### src/rtl/jtag_pkg.sv
// Shared types for the JTAG shift engine: engine FSM states, the IEEE 1149.1
// TAP state set, its one-hot encoding (tap_core bit order) and the TAP next-state function.
package jtag_pkg;

    typedef enum logic [1:0] {
        IDLE = 2'd0,
        LOW  = 2'd1,
        HIGH = 2'd2,
        RESP = 2'd3
    } fsm_e;

    typedef enum logic [3:0] {
        TEST_LOGIC_RESET = 4'd0,
        RUN_TEST_IDLE    = 4'd1,
        SELECT_DR_SCAN   = 4'd2,
        CAPTURE_DR       = 4'd3,
        SHIFT_DR         = 4'd4,
        EXIT1_DR         = 4'd5,
        PAUSE_DR         = 4'd6,
        EXIT2_DR         = 4'd7,
        UPDATE_DR        = 4'd8,
        SELECT_IR_SCAN   = 4'd9,
        CAPTURE_IR       = 4'd10,
        SHIFT_IR         = 4'd11,
        EXIT1_IR         = 4'd12,
        PAUSE_IR         = 4'd13,
        EXIT2_IR         = 4'd14,
        UPDATE_IR        = 4'd15
    } tap_state_e;

    localparam logic [15:0] TAP_TEST_LOGIC_RESET = 16'h0001;
    localparam logic [15:0] TAP_RUN_TEST_IDLE    = 16'h0002;
    localparam logic [15:0] TAP_SELECT_DR_SCAN   = 16'h0004;
    localparam logic [15:0] TAP_CAPTURE_DR       = 16'h0008;
    localparam logic [15:0] TAP_SHIFT_DR         = 16'h0010;
    localparam logic [15:0] TAP_EXIT1_DR         = 16'h0020;
    localparam logic [15:0] TAP_PAUSE_DR         = 16'h0040;
    localparam logic [15:0] TAP_EXIT2_DR         = 16'h0080;
    localparam logic [15:0] TAP_UPDATE_DR        = 16'h0100;
    localparam logic [15:0] TAP_SELECT_IR_SCAN   = 16'h0200;
    localparam logic [15:0] TAP_CAPTURE_IR       = 16'h0400;
    localparam logic [15:0] TAP_SHIFT_IR         = 16'h0800;
    localparam logic [15:0] TAP_EXIT1_IR         = 16'h1000;
    localparam logic [15:0] TAP_PAUSE_IR         = 16'h2000;
    localparam logic [15:0] TAP_EXIT2_IR         = 16'h4000;
    localparam logic [15:0] TAP_UPDATE_IR        = 16'h8000;

    function automatic tap_state_e tap_next(input tap_state_e state, input logic tms);
        tap_state_e nxt;
        case (state)
            TEST_LOGIC_RESET: nxt = tms ? TEST_LOGIC_RESET : RUN_TEST_IDLE;
            RUN_TEST_IDLE:    nxt = tms ? SELECT_DR_SCAN   : RUN_TEST_IDLE;
            SELECT_DR_SCAN:   nxt = tms ? SELECT_IR_SCAN   : CAPTURE_DR;
            CAPTURE_DR:       nxt = tms ? EXIT1_DR         : SHIFT_DR;
            SHIFT_DR:         nxt = tms ? EXIT1_DR         : SHIFT_DR;
            EXIT1_DR:         nxt = tms ? UPDATE_DR        : PAUSE_DR;
            PAUSE_DR:         nxt = tms ? EXIT2_DR         : PAUSE_DR;
            EXIT2_DR:         nxt = tms ? UPDATE_DR        : SHIFT_DR;
            UPDATE_DR:        nxt = tms ? SELECT_DR_SCAN   : RUN_TEST_IDLE;
            SELECT_IR_SCAN:   nxt = tms ? TEST_LOGIC_RESET : CAPTURE_IR;
            CAPTURE_IR:       nxt = tms ? EXIT1_IR         : SHIFT_IR;
            SHIFT_IR:         nxt = tms ? EXIT1_IR         : SHIFT_IR;
            EXIT1_IR:         nxt = tms ? UPDATE_IR        : PAUSE_IR;
            PAUSE_IR:         nxt = tms ? EXIT2_IR         : PAUSE_IR;
            EXIT2_IR:         nxt = tms ? UPDATE_IR        : SHIFT_IR;
            default:          nxt = tms ? SELECT_DR_SCAN   : RUN_TEST_IDLE;
        endcase
        return nxt;
    endfunction

    function automatic logic [15:0] tap_onehot(input tap_state_e state);
        logic [15:0] oh;
        case (state)
            TEST_LOGIC_RESET: oh = TAP_TEST_LOGIC_RESET;
            RUN_TEST_IDLE:    oh = TAP_RUN_TEST_IDLE;
            SELECT_DR_SCAN:   oh = TAP_SELECT_DR_SCAN;
            CAPTURE_DR:       oh = TAP_CAPTURE_DR;
            SHIFT_DR:         oh = TAP_SHIFT_DR;
            EXIT1_DR:         oh = TAP_EXIT1_DR;
            PAUSE_DR:         oh = TAP_PAUSE_DR;
            EXIT2_DR:         oh = TAP_EXIT2_DR;
            UPDATE_DR:        oh = TAP_UPDATE_DR;
            SELECT_IR_SCAN:   oh = TAP_SELECT_IR_SCAN;
            CAPTURE_IR:       oh = TAP_CAPTURE_IR;
            SHIFT_IR:         oh = TAP_SHIFT_IR;
            EXIT1_IR:         oh = TAP_EXIT1_IR;
            PAUSE_IR:         oh = TAP_PAUSE_IR;
            EXIT2_IR:         oh = TAP_EXIT2_IR;
            default:          oh = TAP_UPDATE_IR;
        endcase
        return oh;
    endfunction

endpackage

### src/rtl/jtag_tap_tracker.sv
// Mirror of the target's 16-state TAP controller, advanced on each generated TCK rising edge.
// Only compiled when JTAG_TAP_TRACK_EN is defined; otherwise this file contributes no logic.
`ifdef JTAG_TAP_TRACK_EN
module jtag_tap_tracker
    import jtag_pkg::*;
(
    input  logic        clk,
    input  logic        rst_n,
    input  logic        adv,
    input  logic        tms,
    input  logic        trst_n,
    output logic [15:0] tap_state
);

    tap_state_e r_state;
    tap_state_e w_state_nx;

    // trst_n low at a TCK rising edge forces reset, matching a TAP with TRST wired in
    always_comb begin
        w_state_nx = r_state;
        if (adv) begin
            w_state_nx = trst_n ? tap_next(r_state, tms) : TEST_LOGIC_RESET;
        end
    end

    always_ff @(posedge clk or negedge rst_n) begin
        if (!rst_n) begin
            r_state <= TEST_LOGIC_RESET;
        end else begin
            r_state <= w_state_nx;
        end
    end

    assign tap_state = tap_onehot(r_state);

endmodule
`endif

### src/rtl/jtag_shift_engine.sv
// Batched JTAG master: shifts up to DATA_W TMS/TDI bits per command with a divided TCK
// and returns captured TDO. Optional TAP mirror output enabled by JTAG_TAP_TRACK_EN.
module jtag_shift_engine
    import jtag_pkg::*;
#(
    parameter int DATA_W = 32,
    parameter int DIV_W  = 16,
    parameter int LEN_W  = $clog2(DATA_W + 1)
) (
    input  logic              clk,
    input  logic              rst_n,
    input  logic [DIV_W-1:0]  cfg_div,
    input  logic              cmd_valid,
    output logic              cmd_ready,
    input  logic [LEN_W-1:0]  cmd_len,
    input  logic [DATA_W-1:0] cmd_tms,
    input  logic [DATA_W-1:0] cmd_tdi,
    input  logic              cmd_trst,
    output logic              rsp_valid,
    input  logic              rsp_ready,
    output logic [DATA_W-1:0] rsp_tdo,
    output logic [LEN_W-1:0]  rsp_len,
    output logic              tck,
    output logic              tms,
    output logic              tdi,
    output logic              trst_n,
    input  logic              tdo,
    output logic              busy
`ifdef JTAG_TAP_TRACK_EN
    ,
    output logic [15:0]       tap_state
`endif
);

    fsm_e              r_state,  w_state_nx;
    logic [DIV_W-1:0]  r_cnt,    w_cnt_nx;
    logic [DIV_W-1:0]  r_div,    w_div_nx;
    logic [LEN_W-1:0]  r_len,    w_len_nx;
    logic [LEN_W-1:0]  r_idx,    w_idx_nx;
    logic [DATA_W-1:0] r_tms_sh, w_tms_sh_nx;
    logic [DATA_W-1:0] r_tdi_sh, w_tdi_sh_nx;
    logic [DATA_W-1:0] r_mask,   w_mask_nx;
    logic [DATA_W-1:0] r_cap,    w_cap_nx;
    logic              r_tck,    w_tck_nx;
    logic              r_tms,    w_tms_nx;
    logic              r_tdi,    w_tdi_nx;
    logic              r_trst_n, w_trst_n_nx;

    logic [LEN_W-1:0]  w_len_clamp;
    logic              w_half_done;
    logic              w_last_bit;

    assign w_len_clamp = (cmd_len > LEN_W'(DATA_W)) ? LEN_W'(DATA_W) : cmd_len;
    assign w_half_done = (r_cnt == r_div);
    assign w_last_bit  = (r_idx == (r_len - 1'b1));

    // Bits stream out of shift registers; r_mask marks where the next TDO sample lands
    always_comb begin
        w_state_nx  = r_state;
        w_cnt_nx    = r_cnt;
        w_div_nx    = r_div;
        w_len_nx    = r_len;
        w_idx_nx    = r_idx;
        w_tms_sh_nx = r_tms_sh;
        w_tdi_sh_nx = r_tdi_sh;
        w_mask_nx   = r_mask;
        w_cap_nx    = r_cap;
        w_tck_nx    = r_tck;
        w_tms_nx    = r_tms;
        w_tdi_nx    = r_tdi;
        w_trst_n_nx = r_trst_n;

        case (r_state)
            IDLE: begin
                if (cmd_valid) begin
                    w_div_nx  = cfg_div;
                    w_len_nx  = w_len_clamp;
                    w_idx_nx  = '0;
                    w_cnt_nx  = '0;
                    w_cap_nx  = '0;
                    w_mask_nx = DATA_W'(1);
                    if (w_len_clamp == '0) begin
                        w_state_nx = RESP;
                    end else begin
                        w_state_nx  = LOW;
                        w_tck_nx    = 1'b0;
                        w_tms_nx    = cmd_tms[0];
                        w_tdi_nx    = cmd_tdi[0];
                        w_tms_sh_nx = cmd_tms >> 1;
                        w_tdi_sh_nx = cmd_tdi >> 1;
                        w_trst_n_nx = ~cmd_trst;
                    end
                end
            end
            LOW: begin
                if (w_half_done) begin
                    w_state_nx = HIGH;
                    w_cnt_nx   = '0;
                    w_tck_nx   = 1'b1;
                    if (tdo) begin
                        w_cap_nx = r_cap | r_mask;
                    end
                end else begin
                    w_cnt_nx = r_cnt + 1'b1;
                end
            end
            HIGH: begin
                if (w_half_done) begin
                    w_cnt_nx = '0;
                    w_tck_nx = 1'b0;
                    if (w_last_bit) begin
                        w_state_nx  = RESP;
                        w_trst_n_nx = 1'b1;
                    end else begin
                        w_state_nx  = LOW;
                        w_idx_nx    = r_idx + 1'b1;
                        w_mask_nx   = r_mask << 1;
                        w_tms_nx    = r_tms_sh[0];
                        w_tdi_nx    = r_tdi_sh[0];
                        w_tms_sh_nx = r_tms_sh >> 1;
                        w_tdi_sh_nx = r_tdi_sh >> 1;
                    end
                end else begin
                    w_cnt_nx = r_cnt + 1'b1;
                end
            end
            default: begin
                if (rsp_ready) begin
                    w_state_nx = IDLE;
                end
            end
        endcase
    end

    always_ff @(posedge clk or negedge rst_n) begin
        if (!rst_n) begin
            r_state  <= IDLE;
            r_cnt    <= '0;
            r_div    <= '0;
            r_len    <= '0;
            r_idx    <= '0;
            r_tms_sh <= '0;
            r_tdi_sh <= '0;
            r_mask   <= '0;
            r_cap    <= '0;
            r_tck    <= 1'b0;
            r_tms    <= 1'b1;
            r_tdi    <= 1'b0;
            r_trst_n <= 1'b1;
        end else begin
            r_state  <= w_state_nx;
            r_cnt    <= w_cnt_nx;
            r_div    <= w_div_nx;
            r_len    <= w_len_nx;
            r_idx    <= w_idx_nx;
            r_tms_sh <= w_tms_sh_nx;
            r_tdi_sh <= w_tdi_sh_nx;
            r_mask   <= w_mask_nx;
            r_cap    <= w_cap_nx;
            r_tck    <= w_tck_nx;
            r_tms    <= w_tms_nx;
            r_tdi    <= w_tdi_nx;
            r_trst_n <= w_trst_n_nx;
        end
    end

    assign cmd_ready = (r_state == IDLE);
    assign rsp_valid = (r_state == RESP);
    assign busy      = (r_state != IDLE);
    assign rsp_tdo   = r_cap;
    assign rsp_len   = r_len;
    assign tck       = r_tck;
    assign tms       = r_tms;
    assign tdi       = r_tdi;
    assign trst_n    = r_trst_n;

`ifdef JTAG_TAP_TRACK_EN
    logic w_adv;
    assign w_adv = (r_state == LOW) && w_half_done;

    jtag_tap_tracker u_tap_tracker (
        .clk       (clk),
        .rst_n     (rst_n),
        .adv       (w_adv),
        .tms       (r_tms),
        .trst_n    (r_trst_n),
        .tap_state (tap_state)
    );
`endif

endmodule

### config.mk
export PLATFORM = sky130hd
export DESIGN_NAME = jtag_shift_engine
export DESIGN_NICKNAME = d
export VERILOG_FILES = /design/src/rtl/jtag_pkg.sv /design/src/rtl/jtag_tap_tracker.sv /design/src/rtl/jtag_shift_engine.sv
export SDC_FILE = /design/constraint.sdc
export NUM_CORES = 1
export LEC_CHECK = 0
export BUFFER_PORTS_ARGS = -buffer_cell sky130_fd_sc_hd__buf_2
export CORE_MARGIN = 5
export CORE_UTILIZATION = 46
export DETAILED_ROUTE_END_ITERATION = 8
export PLACE_DENSITY_LB_ADDON = 0.2
export SETUP_SLACK_MARGIN = 0.1
export SYNTH_ARGS = -nofsm -noshare
export SYNTH_HDL_FRONTEND = slang
export SYNTH_SLANG_ARGS = --single-unit
### constraint.sdc
create_clock -name clk -period 2.2 [get_ports clk]
set_input_delay 0.33 -clock clk [delete_from_list [all_inputs] [get_ports clk]]
set_output_delay 0.33 -clock clk [all_outputs]
set_load 0.05 [all_outputs]
# Yosys cells after proc, flatten, opt, wreduce, memory -nomap -nowiden
# Index checks and enable logic that the tools add are counted.
dict set report word_totals {
  regBits 178
  input_bits 92
  output_inout_bits 45
  wordCells 101
}
dict set report classes {
  n_addsub 3
  magnitude_cmp 1
  n_eq_ne 12
  n_mux 53
  bitwise 2
  n_reduce_logical 17
}
# operator n
set ops {}
lappend ops {{two-way mux 32 bit} 14}
lappend ops {{case mux 32 bit (2 select lines)} 4}
lappend ops {{two-way mux 16 bit} 2}
lappend ops {{OR 32 bit} 1}
lappend ops {{case mux 16 bit (2 select lines)} 1}
lappend ops {{two-way mux 6 bit} 4}
lappend ops {{adder 16 x 1 -> 16 bit, second input constant} 1}
lappend ops {{== test 16 bit} 1}
lappend ops {{two-way mux 1 bit} 16}
lappend ops {{AND reduction 5 bit} 3}
lappend ops {{!= test 2 bit, second input constant} 7}
lappend ops {{two-way mux 2 bit} 6}
lappend ops {{case mux 6 bit (2 select lines)} 1}
lappend ops {{AND reduction 4 bit} 3}
lappend ops {{nonzero test 2 bit} 4}
lappend ops {{adder 6 x 1 -> 6 bit, second input constant} 1}
lappend ops {{== test 6 bit} 1}
lappend ops {{> comparator 6 bit, second input constant} 1}
lappend ops {{logical NOT 6 bit} 1}
lappend ops {{case mux 1 bit (2 select lines)} 3}
lappend ops {{case mux 2 bit (3 select lines)} 1}
lappend ops {{subtractor 6 x 1 -> 6 bit, second input constant} 1}
lappend ops {{== test 2 bit, second input constant} 2}
lappend ops {{AND reduction 2 bit} 2}
lappend ops {{other kinds (7)} 7}

# Longest topological paths before layout
dict set report depth {
  ltp_word 6
  depth_mapped 14
  ltp_nobuf 8
}

# Worst setup path after synthesis
# No wires, ideal clock.
dict set report synth_timing {
  kind {reg-to-reg}
  start {register r_state[0]}
  end {register r_tms_sh[10]}
  setup_ns 0.138
  arrival_ns 2.621
  required_ns 2.062
  setup_slack_ns -0.560
  stages_incl_launch_ff 13
  n_path_buf 4
  synth_period_minus_slack_ns 2.760
  cell_sequence {dfrtp_1 inv_1 ha_1 buf_6 or4b_4 nor4_4 or2_1 buf_6 nor2_4 buf_6 buf_6 a22oi_2 o211ai_1}
}
dict set report synth_via {
  elab_chain_cells 3
  elab_cells_between_ends 9
  cone_classes {eq/ne: 5; mux: 1; reduce/logical: 3}
}
# element line
set synth_rtl {}
lappend synth_rtl {{from (decl)} jtag_shift_engine.sv:35} ;# fsm_e r_state, w_state_nx;
lappend synth_rtl {{from (signal assigned)} jtag_shift_engine.sv:151} ;# r_state <= w_state_nx;
lappend synth_rtl {{logical NOT 2 bit *} -}
lappend synth_rtl {{named net cmd_ready} jtag_shift_engine.sv:14} ;# output logic cmd_ready,
lappend synth_rtl {{!= test 2 bit (no line) / nonzero test 2 bit (equally long branches)} -}
lappend synth_rtl {{AND reduction 5 bit (no line)} -}
lappend synth_rtl {{to (signal assigned)} jtag_shift_engine.sv:156} ;# r_tms_sh <= w_tms_sh_nx;
lappend synth_rtl {{to (decl)} jtag_shift_engine.sv:40} ;# logic [DATA_W-1:0] r_tms_sh, w_tms_sh_nx;
# The timed path passes the listed nets; every way through them passes the cells marked *.
# A chain may end at the register's enable or synchronous reset.

# Final worst setup path
dict set report layout_timing {
  start {register r_len[0], in the netlist rsp_len[0]}
  end {register r_tdi_sh[19]}
}
dict set report layout_via {
  elab_chain_cells 4
}
# element line
set layout_rtl {}
lappend layout_rtl {{from (decl)} jtag_shift_engine.sv:38} ;# logic [LEN_W-1:0] r_len, w_len_nx;
lappend layout_rtl {{from (signal assigned)} jtag_shift_engine.sv:154} ;# r_len <= w_len_nx;
lappend layout_rtl {{subtractor 6 x 1 -> 6 bit} jtag_shift_engine.sv:55} ;# assign w_last_bit = (r_idx == (r_len - 1'b1));
lappend layout_rtl {{== test 6 bit} jtag_shift_engine.sv:55}
lappend layout_rtl {{!= test 2 bit (no line)} -}
lappend layout_rtl {{AND reduction 5 bit (no line)} -}
lappend layout_rtl {{to (signal assigned)} jtag_shift_engine.sv:157} ;# r_tdi_sh <= w_tdi_sh_nx;
lappend layout_rtl {{to (decl)} jtag_shift_engine.sv:41} ;# logic [DATA_W-1:0] r_tdi_sh, w_tdi_sh_nx;
# No other way between the ends.

==> impl_metrics.tcl <==
set metrics [dict create \
    final_cell_area_um2 12400 \
    final.setup_skew_ns 0.0150 \
    fin_ws_ns -0.112 \
    cp-startpoint "rsp_len[0]" \
    cts.sinks 176 \
    diodes 0 \
    cts_root_buf "clkbuf_16" \
    top_layer "met5" \
    core.rowCount 50 \
    dpl_cell_area_um2 10300 \
    r2r_slack_ns -0.11 \
    syn_inst 862 \
    finalHoldViolCount 0 \
    synth_ff_type "dfrtp_1" \
    firstDrtPassIters 5 \
    routed_wirelength_um 26400 \
    cts_buffers 17 \
    p_sw_share_pct 39.5 \
    yosysUniqueCellTypes 58 \
    final_nets 1177 \
    syn2layout_area_growth_pct 42.2 \
    share_comb_of_total_power_pct 49.3 \
    holdCritPathClass "in2reg" \
    die-area_um2 21800 \
    drv_slew 0 \
    hold_start "cfg_div[5]" \
    wl_met2_um 13400 \
    routabilityCongestion 0.829 \
    slowest_delay_ns 0.46 \
    path_cells "inv_2 > ha_4 > xor2_1 > nand2_1 > nor4b_4 > buf_4 > a21oi_4 > buf_12 > buf_8 > buf_12 > o32ai_2 > a21oi_1" \
    fmax_mhz 432 \
    syn_area_per_cell_um2 10.1 \
    start_util_pct 46.7 \
    crit_top_cell "buf_12" \
    ys_warn_count 0 \
    post-synth-top-count-cell "dfrtp_1" \
    violations "setup timing" \
    cap_violations 0 \
    synth_top_area_share_pct 49.8 \
    wl_met3_um 1400 \
    p_sw_w 0.00643 \
    cts_tree "built" \
    crit_path_start_kind "flop" \
    die_h_um 148 \
    regArea_um2 4410 \
    synth_edf_count 0 \
    required_ns 2.49 \
    path_class "reg2reg" \
    ys_ff_latch 176 \
    wl_per_cell_um 20.0 \
    p_seq_share_pct 30.3 \
    antenna_found_initial 1 \
    max-vdd-ir-drop_uv 705 \
    io_buffers 136 \
    hpwl_um 15400 \
    vias_per_cell 5.90 \
    drt_iter0_markers 544 \
    multi_input_area_um2 4720 \
    status "complete, but fails checks" \
    syn_nets 961 \
    grt.overflow.total 0 \
    setup_viol 122 \
    htreeDepth 4 \
    synth_area_leader_cell "dfrtp_1" \
    worst-path-buf-inv 5 \
    grt_pass1_wl_um 41000 \
    clk_pin_slew_ns 0.07 \
    grt_max_degree 117 \
    ys_top_cells_by_count "dfrtp_1, nand2_1, a21oi_1" \
    p_clk_share_pct 20.4 \
    ys_seq_area_share_pct 50.4 \
    fin_cells 1325 \
    die_x_um 148 \
    p_leak_nw 5.43 \
    ant_nets 0 \
    p_int_w 0.00987 \
    synthTopCellsByArea "dfrtp_1, nand2_1, o211ai_1" \
    syn-cell-area_um2 8740 \
    cp_top_family "buffers and inverters" \
    clkLatencyLatePin_ns 0.44 \
    grt_use_total_pct 23.3 \
    end_kind "flop" \
    min_period_ns 2.31 \
    drc 0 \
    rsz0062_at_grt "yes" \
    worst_pin_slew_ns 0.583 \
    drive_above_1_share_pct 44.6 \
    ios 137 \
    powerDensity_nw_per_um2 1310 \
    cts_buffer_depth 2 \
    fin_crit_sh_pct 105 \
    crit_cells 12 \
    async_flop_share_pct 100 \
    r2r_cells 12 \
    final.fill_count 1430 \
    wl_met1_um 11000 \
    holdPathStages 2 \
    num_vias 7814 \
    slowest_stage "dfrtp_2" \
    dp.cells 1247 \
    arrival_ns 2.60 \
    timing.slew.headroom_pct 61.2 \
    cp_max_fo 6 \
    placeableCoreArea_um2 18700 \
    grt_pass1_vias 7854 \
    r2r-start "rsp_len[0]" \
]
flip-flops by register name, indices dropped and copies added, names as in the netlist:
register,cells
r_cnt,16
r_div,16
r_idx,6
r_mask,32
r_state,2
r_tdi_sh,31
r_tms_sh,31
rsp_len,6
rsp_tdo,32
tck,1
tdi,1
tms,1
trst_n,1
per-stage QoR:
stage / total power (W) / setup slack [ns] / TNS (ns) / hold WS, ns / util (%)
floorplan: 0.00937 / -0.266 / -12.45 / 0.0344 / -
global placement: 0.0109 / -0.0287 / -0.549 / 0.351 / 55.2
detailed placement: 0.0111 / -0.0997 / -3.27 / 0.361 / 55.2
CTS: 0.0154 / -0.0328 / -0.244 / 0.109 / 62.5
global route: 0.0172 / -0.226 / -18.18 / 0.110 / 66.4
finish: 0.0163 / -0.112 / -6.09 / 0.123 / 66.4
cells by family (layout without fill, tap and decap cells):
family | count (synthesis) | count (layout) | share of synthesized area [%]
XOR/XNOR | 29 | 29 | 2.91
flip-flops | 176 | 176 | 50.4
adder cells (fa/ha/maj) | 7 | 7 | 1.00
multiplexers | 18 | 18 | 2.31
buffers and inverters | 81 | 310 | 5.07
AO/OA/AOI/OAI | 263 | 263 | 21.9
AND/OR/NAND/NOR | 288 | 288 | 16.4
placed cells by master (no fill, tap or decap), types with 5 or more instances in the layout:
master / instances
a21oi_1: 18
a21oi_2: 28
a21oi_4: 10
a22oi_1: 7
a22oi_2: 38
a2bb2oi_1: 9
and3_1: 9
buf_12: 20
buf_16: 9
buf_2: 134
buf_4: 73
buf_6: 20
clkbuf_16: 23
dfrtp_1: 172
inv_1: 6
mux2_2: 17
nand2_1: 113
nand2b_1: 7
nand3_1: 20
nand4_1: 16
nor2_1: 45
nor2_2: 5
nor3_1: 7
nor4_2: 5
o211ai_1: 41
o21ai_0: 12
o21ai_1: 14
o21ai_2: 5
o221ai_2: 20
o22ai_1: 18
o32ai_2: 12
or3_1: 32
xnor2_1: 7
xor2_1: 22
final timing paths:
| check | endpoint |
|---|---|
| max | r_tdi_sh[19] |
| min | r_div[5] |
| max reg2reg | r_tdi_sh[19] |
| min reg2reg | rsp_tdo[29] |
| max in group asynchronous | r_mask[12] |
| min in group asynchronous | r_tms_sh[8] |
area by class of cell:
type / instances / share of cell area [%]
Clock buffer: 18 / 3.54
Clock inverter: 14 / 1.63
Inverter: 10 / 0.302
Multi-Input combinational cell: 605 / 38.0
Sequential cell: 176 / 35.5
Tap cell: 234 / 2.36
Timing Repair Buffer: 268 / 18.7
routing by layer:
metal | up-vias | global-route usage [%]
met5 | - | 0
met4 | 2 | 6.37
met3 | 51 | 4.63
met2 | 245 | 39.2
met1 | 3866 | 30.8
li1 | 3650 | -
repair_timing:
| item | in CTS | in global routing |
|---|---|---|
| gates resized for setup | 69 | 107 |
| hold buffers | 1 | 0 |
| setup endpoints to repair | 132 | 152 |
| pin swaps | 73 | 74 |
| gates cloned | 11 | 8 |
| buffers inserted | 18 | 8 |
| hold endpoints to repair | 49 | 0 |
power by group through the flow:
stage | Combinational, W | Sequential (W) | Clock [W]
6_report | 0.00804 | 0.00493 | 0.00333
5_1_grt | 0.00862 | 0.00503 | 0.00352
4_1_cts | 0.00719 | 0.00486 | 0.00339
3_3_place_gp | 0.00606 | 0.00484 | 0
2_1_floorplan | 0.00431 | 0.00506 | 0
3_5_place_dp | 0.00618 | 0.00487 | 0
Power figures use the tool's default switching activity.
